$ cat src/rtl/bht_local_hist_predictor_pkg.sv
// Shared types and helpers for the local-history branch predictor.
package bht_local_hist_predictor_pkg;

    localparam int unsigned BHT_HIST_MAX = 4;
    localparam int unsigned BHT_CTRS     = 16;
    localparam logic [1:0]  BHT_CTR_RESET = 2'b01;

    // Storage is sized for the largest supported history; unused upper hist bits stay zero.
    typedef struct packed {
        logic                           valid;
        logic [BHT_HIST_MAX-1:0]        hist;
        logic [BHT_CTRS-1:0][1:0]       ctr;
    } bht_entry_t;

    // 2-bit saturating counter step.
    function automatic logic [1:0] sat_ctr_next(input logic [1:0] ctr, input logic taken);
        logic [1:0] nxt;
        nxt = ctr;
        if (taken) begin
            if (ctr != 2'b11) nxt = ctr + 2'd1;
        end else begin
            if (ctr != 2'b00) nxt = ctr - 2'd1;
        end
        return nxt;
    endfunction

    // Untrained entry: invalid, empty history, all counters weakly not-taken.
    function automatic bht_entry_t bht_entry_reset();
        bht_entry_t e;
        e.valid = 1'b0;
        e.hist  = '0;
        e.ctr   = {BHT_CTRS{BHT_CTR_RESET}};
        return e;
    endfunction

endpackage

$ cat src/rtl/bht_local_hist_predictor_entry.sv
// One predictor entry: local history plus its pattern counters.
module bht_local_hist_predictor_entry
    import bht_local_hist_predictor_pkg::*;
#(
    parameter int unsigned HIST = 3
) (
    input  logic clk_i,
    input  logic rst_ni,
    input  logic flush_i,
    input  logic upd_en_i,
    input  logic upd_taken_i,
    output logic valid_c,
    output logic taken_c
);

    localparam logic [BHT_HIST_MAX-1:0] HIST_MASK = BHT_HIST_MAX'((1 << HIST) - 1);

    bht_entry_t entry_q, entry_d;

    // Next state: flush beats update; counter chosen by pre-update history.
    always_comb begin
        entry_d = entry_q;
        if (flush_i) begin
            entry_d = bht_entry_reset();
        end else if (upd_en_i) begin
            entry_d.ctr[entry_q.hist] = sat_ctr_next(entry_q.ctr[entry_q.hist], upd_taken_i);
            entry_d.hist  = ((entry_q.hist << 1) | BHT_HIST_MAX'(upd_taken_i)) & HIST_MASK;
            entry_d.valid = 1'b1;
        end
    end

    // Entry state register.
    always_ff @(posedge clk_i or negedge rst_ni) begin
        if (!rst_ni) entry_q <= bht_entry_reset();
        else         entry_q <= entry_d;
    end

    assign valid_c = entry_q.valid;
    assign taken_c = entry_q.valid & entry_q.ctr[entry_q.hist][1];

endmodule

$ cat src/rtl/bht_local_hist_predictor.sv
// Per-slot local-history branch predictor: index decode and per-slot output mux.
module bht_local_hist_predictor
    import bht_local_hist_predictor_pkg::*;
#(
    parameter int unsigned VLEN            = 32,
    parameter int unsigned NR_ENTRIES      = 32,
    parameter int unsigned HIST            = 3,
    parameter int unsigned INSTR_PER_FETCH = 2
) (
    input  logic                       clk_i,
    input  logic                       rst_ni,
    input  logic                       flush_bp_i,
    input  logic                       debug_mode_i,
    input  logic [VLEN-1:0]            vpc_i,
    input  logic                       upd_valid_i,
    input  logic [VLEN-1:0]            upd_pc_i,
    input  logic                       upd_taken_i,
    output logic [INSTR_PER_FETCH-1:0] pred_valid_o,
    output logic [INSTR_PER_FETCH-1:0] pred_taken_o
);

    localparam int unsigned OFFSET    = $clog2(INSTR_PER_FETCH) + 1;
    localparam int unsigned ROWS      = NR_ENTRIES / INSTR_PER_FETCH;
    localparam int unsigned ROW_BITS  = (ROWS > 1) ? $clog2(ROWS) : 1;
    localparam int unsigned SLOT_BITS = (INSTR_PER_FETCH > 1) ? $clog2(INSTR_PER_FETCH) : 1;

    if ((NR_ENTRIES & (NR_ENTRIES - 1)) != 0) begin : g_chk_pow2
        $error("NR_ENTRIES must be a power of two");
    end
    if ((NR_ENTRIES % INSTR_PER_FETCH) != 0) begin : g_chk_div
        $error("NR_ENTRIES must be a multiple of INSTR_PER_FETCH");
    end
    if ((HIST < 1) || (HIST > BHT_HIST_MAX)) begin : g_chk_hist
        $error("HIST must be in 1..4");
    end

    logic [ROW_BITS-1:0]   vpc_row;
    logic [ROW_BITS-1:0]   upd_row;
    logic [SLOT_BITS-1:0]  upd_slot;
    logic                  upd_go;
    logic [NR_ENTRIES-1:0] ent_valid_c;
    logic [NR_ENTRIES-1:0] ent_taken_c;
    logic                  unused_pc_bits;

    assign vpc_row = vpc_i[OFFSET+ROW_BITS-1:OFFSET];
    assign upd_row = upd_pc_i[OFFSET+ROW_BITS-1:OFFSET];
    assign upd_go  = upd_valid_i & ~debug_mode_i;

    if (INSTR_PER_FETCH > 1) begin : g_slot
        assign upd_slot = upd_pc_i[OFFSET-1:1];
    end else begin : g_noslot
        assign upd_slot = '0;
    end

    // Tag-less indexing: remaining PC bits are deliberately ignored.
    assign unused_pc_bits = ^{vpc_i, upd_pc_i};

    for (genvar r = 0; r < ROWS; r++) begin : g_row
        for (genvar s = 0; s < INSTR_PER_FETCH; s++) begin : g_col
            logic upd_en;
            assign upd_en = upd_go && (upd_row == ROW_BITS'(r)) && (upd_slot == SLOT_BITS'(s));

            bht_local_hist_predictor_entry #(
                .HIST (HIST)
            ) u_entry (
                .clk_i       (clk_i),
                .rst_ni      (rst_ni),
                .flush_i     (flush_bp_i),
                .upd_en_i    (upd_en),
                .upd_taken_i (upd_taken_i),
                .valid_c     (ent_valid_c[r*INSTR_PER_FETCH+s]),
                .taken_c     (ent_taken_c[r*INSTR_PER_FETCH+s])
            );
        end
    end

    // Report every slot of the looked-up row; no bypass from a same-cycle update.
    always_comb begin
        pred_valid_o = '0;
        pred_taken_o = '0;
        for (int unsigned r = 0; r < ROWS; r++) begin
            if (vpc_row == ROW_BITS'(r)) begin
                for (int unsigned s = 0; s < INSTR_PER_FETCH; s++) begin
                    pred_valid_o[s] = ent_valid_c[r*INSTR_PER_FETCH+s];
                    pred_taken_o[s] = ent_taken_c[r*INSTR_PER_FETCH+s];
                end
            end
        end
    end

endmodule
$ cat config.mk
export PLATFORM = sky130hd
export DESIGN_NAME = bht_local_hist_predictor
export DESIGN_NICKNAME = d
export VERILOG_FILES = /design/src/rtl/bht_local_hist_predictor_pkg.sv /design/src/rtl/bht_local_hist_predictor_entry.sv /design/src/rtl/bht_local_hist_predictor.sv
export SDC_FILE = /design/constraint.sdc
export NUM_CORES = 1
export LEC_CHECK = 0
export CORE_ASPECT_RATIO = 0.6
export CORE_MARGIN = 10
export CORE_UTILIZATION = 57
export CTS_CLUSTER_DIAMETER = 80
export DETAILED_ROUTE_END_ITERATION = 7
export HOLD_SLACK_MARGIN = 0.08
export PLACE_DENSITY = 0.77
export SLEW_MARGIN = 10
export SYNTH_ARGS = -nofsm -noshare
export SYNTH_HDL_FRONTEND = slang
export SYNTH_HIERARCHICAL = 1
export SYNTH_SLANG_ARGS = --single-unit
$ cat constraint.sdc
create_clock -name clk_i -period 2.68 [get_ports clk_i]
set_input_delay 0.268 -clock clk_i [delete_from_list [all_inputs] [get_ports clk_i]]
set_output_delay 0.268 -clock clk_i [all_outputs]
set_load 0.05 [all_outputs]
==> summary.txt, run 1 <==
Status
  – Status: finished, violations left
  – Violated checks: negative setup slack

Routing
  – Wire per inst: 20.1 um
  – Residual DRC: 0
  – Pre-antenna DRT Iters: 6
  – Vias: 30.6k
  – Initial DRC count: 3,291
  – Antenna-violating nets left: 0
  – Final wirelength: 96.8 mm
  – DR vias/cell: 6.35

Synth
  – Cell taking the most area after synthesis: dfrtp_1
  – Synth top area cells: dfrtp_1 26%, dfstp_2 18%, a221oi_2 5.1%
  – Synth cell types: 56
  – Synth top area share: 0.257
  – Mux cell area share after synthesis: 0.0475
  – Compound-Gate Fraction of Synth Area: 0.260
  – Syn Area/Cell: 10.4 um^2
  – Post-Syn Nets: 3,685
  – Mapped cell area: 0.0374 mm^2
  – Largest family of logic cells by synthesized area: compound AO/OA/AOI/OAI gates
  – Synth async-reset ratio: 1.00
  – Post-Synth XOR/XNOR Area: 0
  – Seq/Total Area, Yosys: 0.436
  – Predominant post-synthesis flop cell: dfrtp_1
  – Syn Inst Count: 3,615
  – Post-synth EDFFs: 0
  – Post-synthesis adder-cell area fraction: 0.0374
  – Simple-gate area share of the yosys netlist: 0.137
  – Synth Warn #: 6
  – Register bit total from synthesis: 640

Clock network
  – Worst skew pair latency: 670 ps
  – CTS tree: built
  – Clock Tree Root: clkbuf_16
  – Clock slew at reported path FFs: 60 ps
  – H-Tree Level Count: 2
  – CTS buffer count: 59
  – Clk sink count: 640
  – Longest Clk Path Bufs: 3

Timing
  – Final Max Slew Viols: 0
  – Tcrit/Tclk final: 1.36
  – Worst Setup Slack, final: -961 ps
  – TNS Setup: -1900 ps
  – Slew @ Worst Pin: 538 ps
  – Clk_skew: 23.1 ps
  – FMAX: 275 MHz
  – Slew margin rel.: 0.641
  – Fin crit period: 3640 ps
  – RSZ-0062 raised after global routing: true
  – Final Hold Vio Count: 0
  – # setup viols final: 3

Floorplan
  – Die height: 219 um
  – Core Region: 0.0648 mm^2
  – Die X-Extent: 351 um
  – Std cell rows: 72
  – I/O pin count: 74
  – Die area: 0.0767 mm^2
  – Starting Density: 0.578

Finish
  – Area grow syn2layout: 15.5%
  – Ant. Diodes: 0
  – Layout cells sized above 1: 0.335
  – Final nets: 3,985
  – Most frequent cells in the layout: 494 x buf_4, 381 x dfrtp_1, 325 x nor2_1
  – Commonest non-fill, non-tap cell in the layout: buf_4

Global routing
  – First-pass GRT wire length: 159 mm
  – Congestion Overflow GR: 0
  – Total GRT Usage: 0.249
  – Initial antenna violation count: 0
  – Pin count of the biggest net entering global routing: 94
  – Number of global-route vias before repair: 29.2k

Critical path
  – Critical path endpoint category: output port
  – Worst-path maximum fanout: 5
  – CP startpoint kind: flop
  – CP Class: flop to output port
  – CP Data Arrival Time: 3370 ps
  – Reg2Reg Depth: 8
  – R2r setup slk: 320 ps
  – Critical path required time: 2410 ps

Place
  – Placer Congestion: 0.923
  – Worst slack, placed: -337 ps
  – DP HPWL: 69.5 mm
  – Port bufs: 18

Worst hold path
  – HP Class: input port to async pin

Flow run
  – Max-cap violations: 0

Power
  – Pwr dens: 466 mW/mm^2
  – P_leak: 18.6 nW
  – Worst VDD drop: 0.000493 V
[registers in the layout, summed over array words and instances, names as in the netlist]
signal                       count
g_row.g_col.u_entry/valid_c     32
g_row.g_col.u_entry/entry_q    608
[layout make-up]
type	count	area, um^2
clock buffers	84	1730
clock inverters	28	412
fillers	4851	21500
inverters	291	1090
multi-input cells	2385	18200
flip-flops and latches	640	16300
well taps	851	1060
repair buffers	538	4410
[synth_stat cells, types with 3 or more instances]
master	number
nand2_1	72
dfstp_2	256
mux2i_1	69
o21ai_0	5
maj3_2	96
o221a_2	64
mux2_4	32
maj3_1	32
mux2_2	3
o32a_1	32
mux2_1	32
and2_1	32
o221ai_2	64
o32ai_1	33
buf_1	65
a22oi_1	162
and3_1	65
mux4_1	3
a221oi_2	128
nor2b_1	98
a32oi_1	64
a32o_1	64
nand3b_1	3
and2_4	32
a211oi_1	64
nand2b_1	100
and2b_1	32
nor2_1	326
nor3_1	97
nand3_1	130
a21oi_1	231
o21ai_1	64
dfrtp_1	384
buf_6	97
mux4_2	6
inv_1	291
a22o_1	96
buf_2	4
a31oi_1	34
clkbuf_1	100
buf_4	32
[logic make-up (layout without fill, tap and decap cells)]
group                    count (synthesis)  after routing
buffers and inverters                  590            941
AO/OA/AOI/OAI                         1111           1111
AND/OR/NAND/NOR                       1001           1001
multiplexers                           145            145
adder cells (fa/ha/maj)                128            128
flip-flops                             640            640
[worst paths after layout]
kind	end	start
min in group clk_i	g_row[11].g_col[0].u_entry/entry_q[32]	upd_taken_i
worst max register to register	g_row[13].g_col[1].u_entry/entry_q[9]	g_row[13].g_col[1].u_entry/entry_q[34]
worst min-delay path	g_row[10].g_col[0].u_entry/entry_q[1]	rst_ni
worst min register to register	g_row[4].g_col[1].u_entry/entry_q[12]	g_row[4].g_col[1].u_entry/entry_q[12]
max in group asynchronous	g_row[13].g_col[1].u_entry/entry_q[12]	rst_ni
worst max-delay path	pred_taken_o[0]	g_row[15].g_col[0].u_entry/entry_q[34]
[where the power goes]
part	switching [mW]	internal [mW]	total, mW
Sequential	0.00984	9.69	9.70
Combinational	0.769	0.351	1.12
Clock	3.89	5.46	9.35
[routing by layer]
layer / wire (um) / vias up / track usage
li1: - / 14100 / -
met4: 1620 / 0 / 0.0526
met2: 38200 / 1239 / 0.332
met1: 47900 / 15100 / 0.400
met3: 9060 / 127 / 0.0557
met5: 0 / - / 0
[critical path: stages (launching register included)]
cell and delay (ps):
dfrtp_2 440, mux2_4 330, a221oi_4 320, o221ai_2 170, and2_1 180, mux4_2 520
mux4_2 580, buf_8 190
[timing repair]
item	in CTS	in global routing
endpoints found under the hold margin	310	0
hold buffers	2	0
endpoints found under the setup margin	3	4
setup buffers	10	3
resized for setup	20	9
pin swaps	13	9
[per-stage QoR]
| stage | cells | hold slack (ps) | total power, mW | utilization | instance area, um^2 |
|---|---|---|---|---|---|
| 5_1_grt | 4817 | 154 | 20.8 | 0.668 | 43200 |
| 6_report | 4817 | 121 | 20.2 | 0.668 | 43200 |
| 4_1_cts | 4814 | 98.4 | 20.3 | 0.667 | 43200 |
| 2_1_floorplan | 3615 | -27.6 | 10.4 | - | 37500 |
| 3_3_place_gp | 4690 | 218 | 10.9 | 0.630 | 40800 |
| 3_5_place_dp | 4690 | 224 | 11.0 | 0.630 | 40800 |
Power figures use the tool's default switching activity.
==> run 2: changes to the inputs <==
--- a/config.mk
+++ b/config.mk
@@ -17,3 +17,4 @@
 export SYNTH_HDL_FRONTEND = slang
 export SYNTH_HIERARCHICAL = 1
 export SYNTH_SLANG_ARGS = --single-unit
+export TNS_END_PERCENT = 50
==> summary.txt, run 2 (synthesis results as in run 1) <==
Timing
  – Clk_skew: 15.4 ps
  – Fin crit period: 3590 ps
  – Slew @ Worst Pin: 674 ps
  – Worst Setup Slack, final: -907 ps
  – Tcrit/Tclk final: 1.34
  – Final Hold Vio Count: 0
  – FMAX: 279 MHz
  – Slew margin rel.: 0.551
  – Worst hold slack: 175 ps
  – Final Max Slew Viols: 0
  – # setup viols final: 3
  – RSZ-0062 raised after global routing: true

Floorplan
  – I/O pin count: 74
  – Std cell rows: 72
  – Die area: 0.0767 mm^2
  – Die X-Extent: 351 um
  – Core Region: 0.0648 mm^2
  – Die height: 219 um
  – Starting Density: 0.578

Critical path
  – Reg2Reg Depth: 7
  – Most frequent CP cell: mux4_2
  – Worst-path maximum fanout: 5
  – R2r setup slk: 300 ps
  – Critical path required time: 2410 ps
  – CP startpoint kind: flop
  – CP Class: flop to output port
  – Worst flop-to-flop path startpoint: g_row[7].g_col[1].u_entry/entry_q[34]
  – Cell family with most CP delay: multiplexers
  – CP Data Arrival Time: 3320 ps
  – Critical path endpoint category: output port
  – Slowest-stage cell, CP: mux4_2
  – Bufs and invs on worst path: 1
  – CP Cell Sequence: mux2_4, a221oi_4, o221ai_2, and2_1, mux4_2, mux4_2, buf_6
  – Max incr delay on CP: 550 ps
  – Worst reg2reg endpoint: g_row[7].g_col[1].u_entry/entry_q[9]

Global routing
  – Pin count of the biggest net entering global routing: 99
  – Congestion Overflow GR: 0
  – Initial antenna violation count: 4
  – Number of global-route vias before repair: 29.2k
  – First-pass GRT wire length: 160 mm
  – Total GRT Usage: 0.251

Finish
  – Non-Filler Instances: 4,808
  – Most frequent cells in the layout: 492 x buf_4, 373 x dfrtp_1, 325 x nor2_1
  – Layout cells sized above 1: 0.334
  – Ant. Diodes: 0
  – Number of flip-flops in the largest register: 608
  – FILL cells: 4,804
  – Area occupied by multi-input gates: 0.0182 mm^2
  – Reg area: 0.0163 mm^2
  – Top reg by flops: g_row.g_col.u_entry/entry_q
  – Commonest non-fill, non-tap cell in the layout: buf_4
  – Post-layout util: 0.667
  – Final nets: 3,977
  – Area grow syn2layout: 15.4%

Clock network
  – CTS tree: built
  – Clock slew at reported path FFs: 70 ps
  – Worst skew pair latency: 650 ps
  – Clk sink count: 640
  – Clock Tree Root: clkbuf_16
  – Longest Clk Path Bufs: 3
  – H-Tree Level Count: 2
  – CTS buffer count: 59

Power
  – Pwr dens: 472 mW/mm^2
  – Worst VDD drop: 0.000578 V
  – P_leak: 18.5 nW

Routing
  – Antenna-violating nets left: 0
  – Pre-antenna DRT Iters: 7
  – Residual DRC: 0
  – Final wirelength: 97.5 mm
  – Initial DRC count: 3,723
  – DR vias/cell: 6.35
  – Wire per inst: 20.3 um
  – Vias: 30.5k

Place
  – Placer Congestion: 0.934
  – DP HPWL: 70.0 mm
  – Placed cell count: 4,691
  – Port bufs: 18

Status
  – Violated checks: negative setup slack
  – Status: finished, violations left

Flow run
  – Max-cap violations: 0

Worst hold path
  – HP Class: input port to async pin
-- run 2: cell count changes in the layout (fill, tap and decap cells not counted), moves of 3 or more --
cell,before,now
a221oi_2,118,115
a221oi_4,10,13
buf_12,25,20
bufinv_16,10,13
clkinv_2,14,8
clkinvlp_4,1,4
dfrtp_1,381,373
dfrtp_2,3,11
-- run 2: cell type report --
type / count / area share
Timing Repair Buffer: 530 / 0.0991
Multi-Input combinational cell: 2385 / 0.422
Inverter: 291 / 0.0253
Clock inverter: 27 / 0.0111
Sequential cell: 640 / 0.378
Clock buffer: 84 / 0.0401
Tap cell: 851 / 0.0246
-- run 2: how the worst max path moves through the flow --
stage | startpoint | end | slack, ps | cells after the start
3_3_place_gp | g_row[8].g_col[0].u_entry/entry_q[34] | pred_taken_o[0] | -290 | 7
5_1_grt | g_row[2].g_col[0].u_entry/entry_q[34] | pred_taken_o[0] | -980 | 8
3_5_place_dp | g_row[8].g_col[0].u_entry/entry_q[34] | pred_taken_o[0] | -330 | 7
2_1_floorplan | g_row[15].g_col[0].u_entry/entry_q[34] | pred_taken_o[0] | -40 | 7
6_report | g_row[11].g_col[0].u_entry/entry_q[34] | pred_taken_o[0] | -910 | 7
4_1_cts | g_row[10].g_col[0].u_entry/entry_q[34] | pred_taken_o[0] | -910 | 7
-- run 2: timing repair --
item,4_1_cts,5_1_grt
hold endpoints to repair,329,0
hold buffers,2,0
cloned,0,0
endpoints found under the setup margin,3,4
resized for setup,14,24
pin swaps,2,8
setup buffers,1,3
-- run 2: stage by stage --
step / total power [mW] / instance area [um^2] / worst slack, ps / setup TNS (ps)
3_3_place_gp: 10.9 / 40700 / -288 / -602
2_1_floorplan: 10.4 / 37400 / -44.5 / -44.5
3_5_place_dp: 10.9 / 40700 / -335 / -671
5_1_grt: 21.1 / 43200 / -983 / -2340
6_report: 20.4 / 43200 / -907 / -2040
4_1_cts: 20.6 / 43100 / -912 / -2030
-- run 2: where the power goes --
part	total (mW)	leakage, nW	internal [mW]	switching [mW]
registers	9.70	8.04	9.69	0.0103
clock network	9.63	1.08	5.75	3.88
logic	1.07	9.42	0.325	0.746
-- run 2: metal layers --
metal	track usage	wire, um	vias up
met3	0.0550	9210	147
met5	0	31	-
met1	0.400	47500	15000
met4	0.0522	1620	6
li1	-	-	14100
met2	0.338	39100	1323
